--- src/rtl/pc_redirect_unit_if.sv ---
// PC-select bus between the PC forwarding logic (master) and the redirect unit (slave).
interface pc_redirect_unit_if #(
  parameter int unsigned CNT_W = 16
);
  logic [2:0]       pc_mux_select;
  logic             stall;
  logic             freeze;
  logic [15:0]      rb_val;
  logic [15:0]      mem_val;
  logic [15:0]      pr2_target;
  logic [15:0]      pr3_target;
  logic [15:0]      lhi_val;
  logic [15:0]      alu_val;
  logic [15:0]      pc;
  logic [3:0]       flush;
  logic             redirect_taken;
  logic [CNT_W-1:0] redirect_count;
  logic             sel_error;

  modport master (
    output pc_mux_select, stall, freeze,
    output rb_val, mem_val, pr2_target, pr3_target, lhi_val, alu_val,
    input  pc, flush, redirect_taken, redirect_count, sel_error
  );

  modport slave (
    input  pc_mux_select, stall, freeze,
    input  rb_val, mem_val, pr2_target, pr3_target, lhi_val, alu_val,
    output pc, flush, redirect_taken, redirect_count, sel_error
  );
endinterface

--- src/rtl/pc_redirect_unit.sv ---
// Fetch PC owner: applies forwarded redirect targets, issues flush pulses,
// and parks a redirect across pipeline freezes so it is applied exactly once.
module pc_redirect_unit #(
  parameter logic [15:0] RESET_PC = 16'h0000,
  parameter int unsigned CNT_W    = 16
) (
  input  logic                 clk,
  input  logic                 reset,
  pc_redirect_unit_if.slave    bus
);

  localparam int unsigned PC_W = 16;
  localparam int unsigned FL_W = 4;

  typedef enum logic {
    RUN  = 1'b0,
    HOLD = 1'b1
  } state_t;

  state_t            state_q, state_d;
  logic [PC_W-1:0]   pc_q, pc_d;
  logic [FL_W-1:0]   flush_q, flush_d;
  logic              taken_q, taken_d;
  logic [CNT_W-1:0]  count_q, count_d;
  logic              err_q, err_d;
  logic [PC_W-1:0]   pend_target_q, pend_target_d;
  logic [FL_W-1:0]   pend_mask_q, pend_mask_d;

  logic [PC_W-1:0]   target_c;
  logic [FL_W-1:0]   mask_c;
  logic              redir_c;
  logic [PC_W-1:0]   pc_inc_c;

  // Select decode: redirect target and kill mask for the current select.
  always_comb begin
    target_c = pc_inc_c;
    mask_c   = '0;
    redir_c  = 1'b0;
    case (bus.pc_mux_select)
      3'd1: begin target_c = bus.rb_val;     mask_c = 4'b0011; redir_c = 1'b1; end
      3'd2: begin target_c = bus.mem_val;    mask_c = 4'b1111; redir_c = 1'b1; end
      3'd3: begin target_c = bus.pr2_target; mask_c = 4'b0001; redir_c = 1'b1; end
      3'd4: begin target_c = bus.pr3_target; mask_c = 4'b0011; redir_c = 1'b1; end
      3'd5: begin target_c = bus.lhi_val;    mask_c = 4'b0001; redir_c = 1'b1; end
      3'd6: begin target_c = bus.alu_val;    mask_c = 4'b0111; redir_c = 1'b1; end
      default: begin target_c = pc_inc_c; mask_c = '0; redir_c = 1'b0; end
    endcase
  end

  assign pc_inc_c = pc_q + PC_W'(1);

  // Next-state and registered-output logic for the RUN/HOLD controller.
  always_comb begin
    state_d       = state_q;
    pc_d          = pc_q;
    flush_d       = '0;
    taken_d       = 1'b0;
    count_d       = count_q;
    err_d         = err_q;
    pend_target_d = pend_target_q;
    pend_mask_d   = pend_mask_q;

    case (state_q)
      RUN: begin
        if (bus.pc_mux_select == 3'd7) begin
          err_d = 1'b1;
        end
        if (bus.freeze) begin
          if (redir_c) begin
            pend_target_d = target_c;
            pend_mask_d   = mask_c;
            state_d       = HOLD;
          end
        end else if (redir_c) begin
          pc_d    = target_c;
          flush_d = mask_c;
          taken_d = 1'b1;
          count_d = count_q + CNT_W'(1);
        end else if (!bus.stall) begin
          pc_d = pc_inc_c;
        end
      end
      HOLD: begin
        // Select is frozen and stale here; only the parked redirect matters.
        if (!bus.freeze) begin
          pc_d    = pend_target_q;
          flush_d = pend_mask_q;
          taken_d = 1'b1;
          count_d = count_q + CNT_W'(1);
          state_d = RUN;
        end
      end
      default: state_d = RUN;
    endcase
  end

  // State and output registers; reset discards any parked redirect.
  always_ff @(posedge clk or posedge reset) begin
    if (reset) begin
      state_q       <= RUN;
      pc_q          <= RESET_PC;
      flush_q       <= '0;
      taken_q       <= 1'b0;
      count_q       <= '0;
      err_q         <= 1'b0;
      pend_target_q <= '0;
      pend_mask_q   <= '0;
    end else begin
      state_q       <= state_d;
      pc_q          <= pc_d;
      flush_q       <= flush_d;
      taken_q       <= taken_d;
      count_q       <= count_d;
      err_q         <= err_d;
      pend_target_q <= pend_target_d;
      pend_mask_q   <= pend_mask_d;
    end
  end

  assign bus.pc             = pc_q;
  assign bus.flush          = flush_q;
  assign bus.redirect_taken = taken_q;
  assign bus.redirect_count = count_q;
  assign bus.sel_error      = err_q;

endmodule

--- src/flat_wrapper.sv ---
// flat-port wrapper written by rule: the top's interface ports become plain ports
module pc_redirect_unit_flat 
#(
  parameter logic [15:0] RESET_PC = 16'h0000,
  parameter int unsigned CNT_W    = 16
)
  (clk, reset, bus_pc_mux_select, bus_stall, bus_freeze, bus_rb_val, bus_mem_val, bus_pr2_target, bus_pr3_target, bus_lhi_val, bus_alu_val, bus_pc, bus_flush, bus_redirect_taken, bus_redirect_count, bus_sel_error);
  pc_redirect_unit_if #(.CNT_W(CNT_W)) bus_i ();
  input  logic clk;
  input  logic reset;
  input wire logic [$bits(bus_i.pc_mux_select)-1:0] bus_pc_mux_select;
  input wire logic [$bits(bus_i.stall)-1:0] bus_stall;
  input wire logic [$bits(bus_i.freeze)-1:0] bus_freeze;
  input wire logic [$bits(bus_i.rb_val)-1:0] bus_rb_val;
  input wire logic [$bits(bus_i.mem_val)-1:0] bus_mem_val;
  input wire logic [$bits(bus_i.pr2_target)-1:0] bus_pr2_target;
  input wire logic [$bits(bus_i.pr3_target)-1:0] bus_pr3_target;
  input wire logic [$bits(bus_i.lhi_val)-1:0] bus_lhi_val;
  input wire logic [$bits(bus_i.alu_val)-1:0] bus_alu_val;
  output wire logic [$bits(bus_i.pc)-1:0] bus_pc;
  output wire logic [$bits(bus_i.flush)-1:0] bus_flush;
  output wire logic [$bits(bus_i.redirect_taken)-1:0] bus_redirect_taken;
  output wire logic [$bits(bus_i.redirect_count)-1:0] bus_redirect_count;
  output wire logic [$bits(bus_i.sel_error)-1:0] bus_sel_error;
  assign bus_i.pc_mux_select = bus_pc_mux_select;
  assign bus_i.stall = bus_stall;
  assign bus_i.freeze = bus_freeze;
  assign bus_i.rb_val = bus_rb_val;
  assign bus_i.mem_val = bus_mem_val;
  assign bus_i.pr2_target = bus_pr2_target;
  assign bus_i.pr3_target = bus_pr3_target;
  assign bus_i.lhi_val = bus_lhi_val;
  assign bus_i.alu_val = bus_alu_val;
  assign bus_pc = bus_i.pc;
  assign bus_flush = bus_i.flush;
  assign bus_redirect_taken = bus_i.redirect_taken;
  assign bus_redirect_count = bus_i.redirect_count;
  assign bus_sel_error = bus_i.sel_error;
  pc_redirect_unit #(.RESET_PC(RESET_PC), .CNT_W(CNT_W)) u_core (.clk(clk), .reset(reset), .bus(bus_i));
endmodule
--- config.mk ---
export PLATFORM = sky130hd
export DESIGN_NAME = pc_redirect_unit_flat
export DESIGN_NICKNAME = d
export VERILOG_FILES = /design/src/rtl/pc_redirect_unit_if.sv /design/src/rtl/pc_redirect_unit.sv /design/src/flat_wrapper.sv
export SDC_FILE = /design/constraint.sdc
export NUM_CORES = 1
export LEC_CHECK = 0
export CELL_PAD_IN_SITES_DETAIL_PLACEMENT = 1
export CELL_PAD_IN_SITES_GLOBAL_PLACEMENT = 2
export CORE_MARGIN = 8
export CORE_UTILIZATION = 28
export DETAILED_ROUTE_END_ITERATION = 12
export PLACE_DENSITY = 0.92
export RECOVER_POWER = 100
export SYNTH_ARGS = -nofsm -noshare
export SYNTH_HDL_FRONTEND = slang
export SYNTH_SLANG_ARGS = --single-unit
--- constraint.sdc ---
create_clock -name clk -period 6 [get_ports clk]
set_clock_uncertainty 0.15 [all_clocks]
set_input_delay 1.2 -clock clk [delete_from_list [all_inputs] [get_ports clk]]
set_output_delay 1.2 -clock clk [all_outputs]
set_load 0.005 [all_outputs]
# After elaboration in Yosys (flattened, before gate mapping)
# Index checks and enable logic that the tools add are counted.
word_totals:
  reg_bits: 59
  wordCells: 52
classes:
  addsub: 2
  eq_ne: 11
  mux: 23
  bitwise: 1
  reduce_logical: 7
op_table:
  columns: ["cell", "n"]
  rows:
  - ["two-way mux 16 bit", 7]
  - ["one-hot mux 16 bit (6 select lines)", 1]
  - ["one-hot mux 16 bit (2 select lines)", 2]
  - ["adder 16 x 1 -> 16 bit, second input constant", 2]
  - ["one-hot mux 4 bit (4 select lines)", 1]
  - ["== test 3 bit, second input constant", 4]
  - ["two-way mux 4 bit", 3]
  - ["AND reduction 3 bit", 3]
  - ["one-hot mux 4 bit (2 select lines)", 1]
  - ["== test 3 x 2 -> 1 bit, second input constant", 2]
  - ["two-way mux 1 bit", 6]
  - ["OR reduction 6 bit", 1]
  - ["!= test 2 bit, second input constant", 2]
  - ["one-hot mux 1 bit (2 select lines)", 2]
  - ["OR reduction 2 bit", 2]
  - ["== test 3 x 1 -> 1 bit, second input constant", 1]
  - ["!= test 3 x 2 -> 1 bit, second input constant", 1]
  - ["!= test 2 x 1 -> 1 bit, second input constant", 1]
  - ["AND reduction 2 bit", 1]
  - ["inverter 1 bit", 1]

# Depth between registers and ports, before layout
depth:
  depth_word: 6
  ltp_mapped: 7

# Worst setup path after synthesis
# OpenSTA, ideal clock, no wires.
synth_timing:
  kind: "input to register"
  start: "in bus_pc_mux_select[2]"
  end: "reg u_core.pc_q[15], in the netlist u_core.bus.pc[15]"
  setup_time_ps: 121
  arrival_ps: 2339
  slack_ps: 3390
  stages: 7
  cell_sequence: "buf_6 and2b_1 buf_6 a221oi_2 o221a_1 o2111ai_1 a22o_1"
synth_via:
  elab_chain_cells: 6
  elab_cells_between_ends: 14
  classes_between: "eq/ne (7); mux (5); reduce/logical (2)"
synth_lines:
  columns: ["element", "line_no", "rtl"]
  rows:
  - ["start, declared", "flat_wrapper.sv:11", "input wire logic [$bits(bus_i.pc_mux_select)-1:0] bus_pc_mux_select;"]
  - ["== test 3 x 1 -> 1 bit (tied with other cells)", "pc_redirect_unit.sv:39", "case (bus.pc_mux_select)"]
  - ["OR reduction 6 bit (no source line)", null, null]
  - ["two-way mux 1 bit", "pc_redirect_unit.sv:39", null]
  - ["two-way mux 16 bit", "pc_redirect_unit.sv:74", "end else if (redir_c) begin"]
  - ["two-way mux 16 bit", "pc_redirect_unit.sv:68", "if (bus.freeze) begin"]
  - ["one-hot mux 16 bit (2 select lines)", "pc_redirect_unit.sv:63", "case (state_q)"]
  - ["end signal, assigned", "pc_redirect_unit.sv:110", "pc_q <= pc_d;"]
  - ["end, declared", "pc_redirect_unit.sv:21", "logic [PC_W-1:0] pc_q, pc_d;"]
# Parallel ways exist; a longest one is shown, timed or not. The select of a mux whose other input is x is not followed.
# A chain may end at the register's enable or synchronous reset.

# Worst setup path in the final report
layout_timing:
  start: "in bus_pc_mux_select[2]"
  end: "reg u_core.pc_q[10], in the netlist u_core.bus.pc[10]"
# The elaborated chain is that of the path after synthesis.

==> metrics.yaml <==
clockRootBuffer: "clkbuf_16"
irDropWorstVdd_mv: 0.130
r2r_cells: 4
cts_buffer_depth: 2
cpMaxStageDelayCell: "a21oi_1"
setup-tns-final_ns: 0
fmax_ghz: 0.224
syn_to_final_growth_pct: 47.5
grt_max_degree: 60
finalMaxSlewViolations: 0
cts_tree: "built"
slowest_delay_ns: 1.16
max-cap-violations: 0
cp_data_arrival_time_ns: 4.56
chipHeight_um: 132
r2r_start: "u_core.state_q"
ios: 141
drive_gt1_share_pct: 6.67
ys_ff_latch: 59
clkSinkCount: 59
initial_core_util_pct: 28.6
dp.cells: 715
cellPowerDensity_nw_per_um2: 273
pre_cts_slack_ns: 1.77
netlist_top_cells_area: "dfrtp_1 (39%), nand2_1 (5.4%), o21ai_0 (3.7%)"
crit_type: "in2reg"
portBuffers: 140
r2r_slack_ns: 2.73
crit_end: "u_core.bus.pc[10]"
final_common_cell: "clkdlybuf4s50_1"
hold_path_class: "reg2reg"
synth-seq-area-share_pct: 39.1
layout_min_cycle_time_ns: 4.46
syn_area_um2: 3780
cts_resized: 0
synth.largest_area_cell: "dfrtp_1"
netlist_instances: 423
relSlewSlack_pct: 8.78
min_period_over_period_pct: 74.4
gr-total-overflow: 0
worstSetupPathDepth: 6
grt_use_total_pct: 16.2
cts_buffers: 9
antenna_found_initial: 1
setup_violations: 0
synth_edf_count: 0
gp_routability_congestion: 0.813
required_ns: 6.09
outcome: "completed"
cp_cell_sequence: "dlygate4sd3_1 > or3_1 > a21oi_1 > a21oi_1 > o21ai_0 > o21ai_0"
end_kind: "flip-flop"
route.vias.total: 3800
std_cell_rows: 42
p_leak_nw: 2.25
tightestPinTransition_ns: 1.37
ys_async_sr_fraction_pct: 100
final_cells: 732
vias_per_cell: 5.19
cp-startpoint: "bus_pc_mux_select[2]"
finalWorstSetupSlack_ns: 1.54
nets: 655
path_clk_slew_ns: 0.05
ys.flop_type: "dfrtp_1"
fin_util_pct: 42.3
synth_warnings: 0
die_area_um2: 17500
critical_path_buf_inv_count: 1
antenna_left: 0
fillers: 1523
cts_hold_buf: 0
hold_violations: 0
cp_top_family: "compound AO/OA/AOI/OAI gates"
core_area_um2: 13200
grt_pass1_wl_um: 23000
dr.pass1.iters: 4
startpoint_type: "input pin"
h-tree-depth: 3
most-common-layout-cells: "clkdlybuf4s50_1 (98), dfrtp_1 (59), nand2_1 (54)"
worstSkewPairLatency_ns: 0.33
dp_hpwl_um: 10900
worst-path-max-fanout: 25
grt_setup_unrepaired: "false"
post-cts-setup-buffer-count: 0
drc_errors: 0
die_x_um: 132
synth_top_area_share_pct: 39.1
wirelength_um: 14100
synth_nets: 528
ys_types: 59
avgSynthCellArea_um2: 8.93
wl_per_cell_um: 19.3
drtIter0Drc: 246
first_global_vias: 4197
r2r-end: "u_core.bus.pc[10]"
cell usage after synthesis, types with 5 or more instances:
library cell and instances:
dfrtp_1 59, nand2_1 54, nor2_1 29, o21ai_0 28
a21oi_1 21, xnor2_1 16, a221oi_1 14, nand3_1 14
buf_2 12, mux2_2 10, nor2b_1 10, a211oi_1 9
clkbuf_1 9, nand2b_1 9, xor2_1 9, nand4_1 8
a22o_1 7, nand3b_1 7, a31oi_1 6, inv_1 6
a211o_1 5, and3_1 5, mux2i_1 5, o21a_1 5
o21ai_1 5, o22ai_1 5
worst min path at each step:
| stage | startpoint | end | cells after the start |
|---|---|---|---|
| final | u_core.bus.redirect_count[15] | u_core.bus.redirect_count[15] | 1 |
| after global routing | u_core.pend_mask_q[0] | u_core.bus.flush[0] | 1 |
| after CTS | u_core.pend_mask_q[0] | u_core.bus.flush[0] | 1 |
| after detailed placement | u_core.pend_mask_q[0] | u_core.pend_mask_q[0] | 1 |
| after global placement | u_core.pend_target_q[13] | u_core.pend_target_q[13] | 2 |
| after floorplan | u_core.pend_mask_q[0] | u_core.pend_mask_q[0] | 1 |
sequential cells by signal, indices dropped and copies added (netlist names):
register and cells:
u_core.pend_target_q 16, u_core.bus.flush 4, u_core.pend_mask_q 4, u_core.bus.pc 16
u_core.bus.sel_error 1, u_core.bus.redirect_taken 1, u_core.state_q 1, u_core.bus.redirect_count 16
per-stage QoR:
step	total power, mW	area, µm²	hold slack [ns]
floorplan	0.750	3780	0.286
global placement	0.976	5280	0.304
detailed placement	0.993	5280	0.309
CTS	1.56	5600	0.325
global route	1.60	5570	0.351
finish	1.52	5570	0.319
kinds of logic after synthesis:
logic type      after synthesis  synth area share, %
fa+ha+maj                     2                0.662
buf+inv                      36                 4.87
compound gates              129                 24.2
xor+xnor                     25                 5.79
flops                        59                 39.1
simple gates                154                 20.2
mux                          18                 5.20
report_power, final:
part	switching [mW]	internal, mW	total (mW)
combinational	0.176	0.218	0.394
sequential	0.0923	0.472	0.564
clock	0.188	0.374	0.562
total	0.456	1.06	1.52
worst register-to-register path: cells and delay by family (launching register included):
kind	cells	cell delay [ns]
DFF	1	0.96
AOI/OAI and AO/OA	4	2.08
cell type report:
type / instances / area, µm² / area share (%)
tap: 176 / 220 / 3.95
clock buffer: 10 / 239 / 4.29
clock inverter: 6 / 88.8 / 1.59
timing repair buffer: 144 / 1430 / 25.6
multi-input combinational: 328 / 2090 / 37.5
antenna: 1 / 2.50 / 0.0449
sequential: 59 / 1480 / 26.5
inverter: 8 / 30.0 / 0.539
routing by layer:
layer / GRT usage [%] / vias up / part of all wire [%]
li1: - / 1806 / -
met1: 20.3 / 1846 / 45
met2: 25.7 / 133 / 45
met3: 5.75 / 15 / 7.6
met4: 4.35 / 0 / 1.6
met5: 0 / - / 0
No activity file was read; power rests on OpenSTA's default activity.
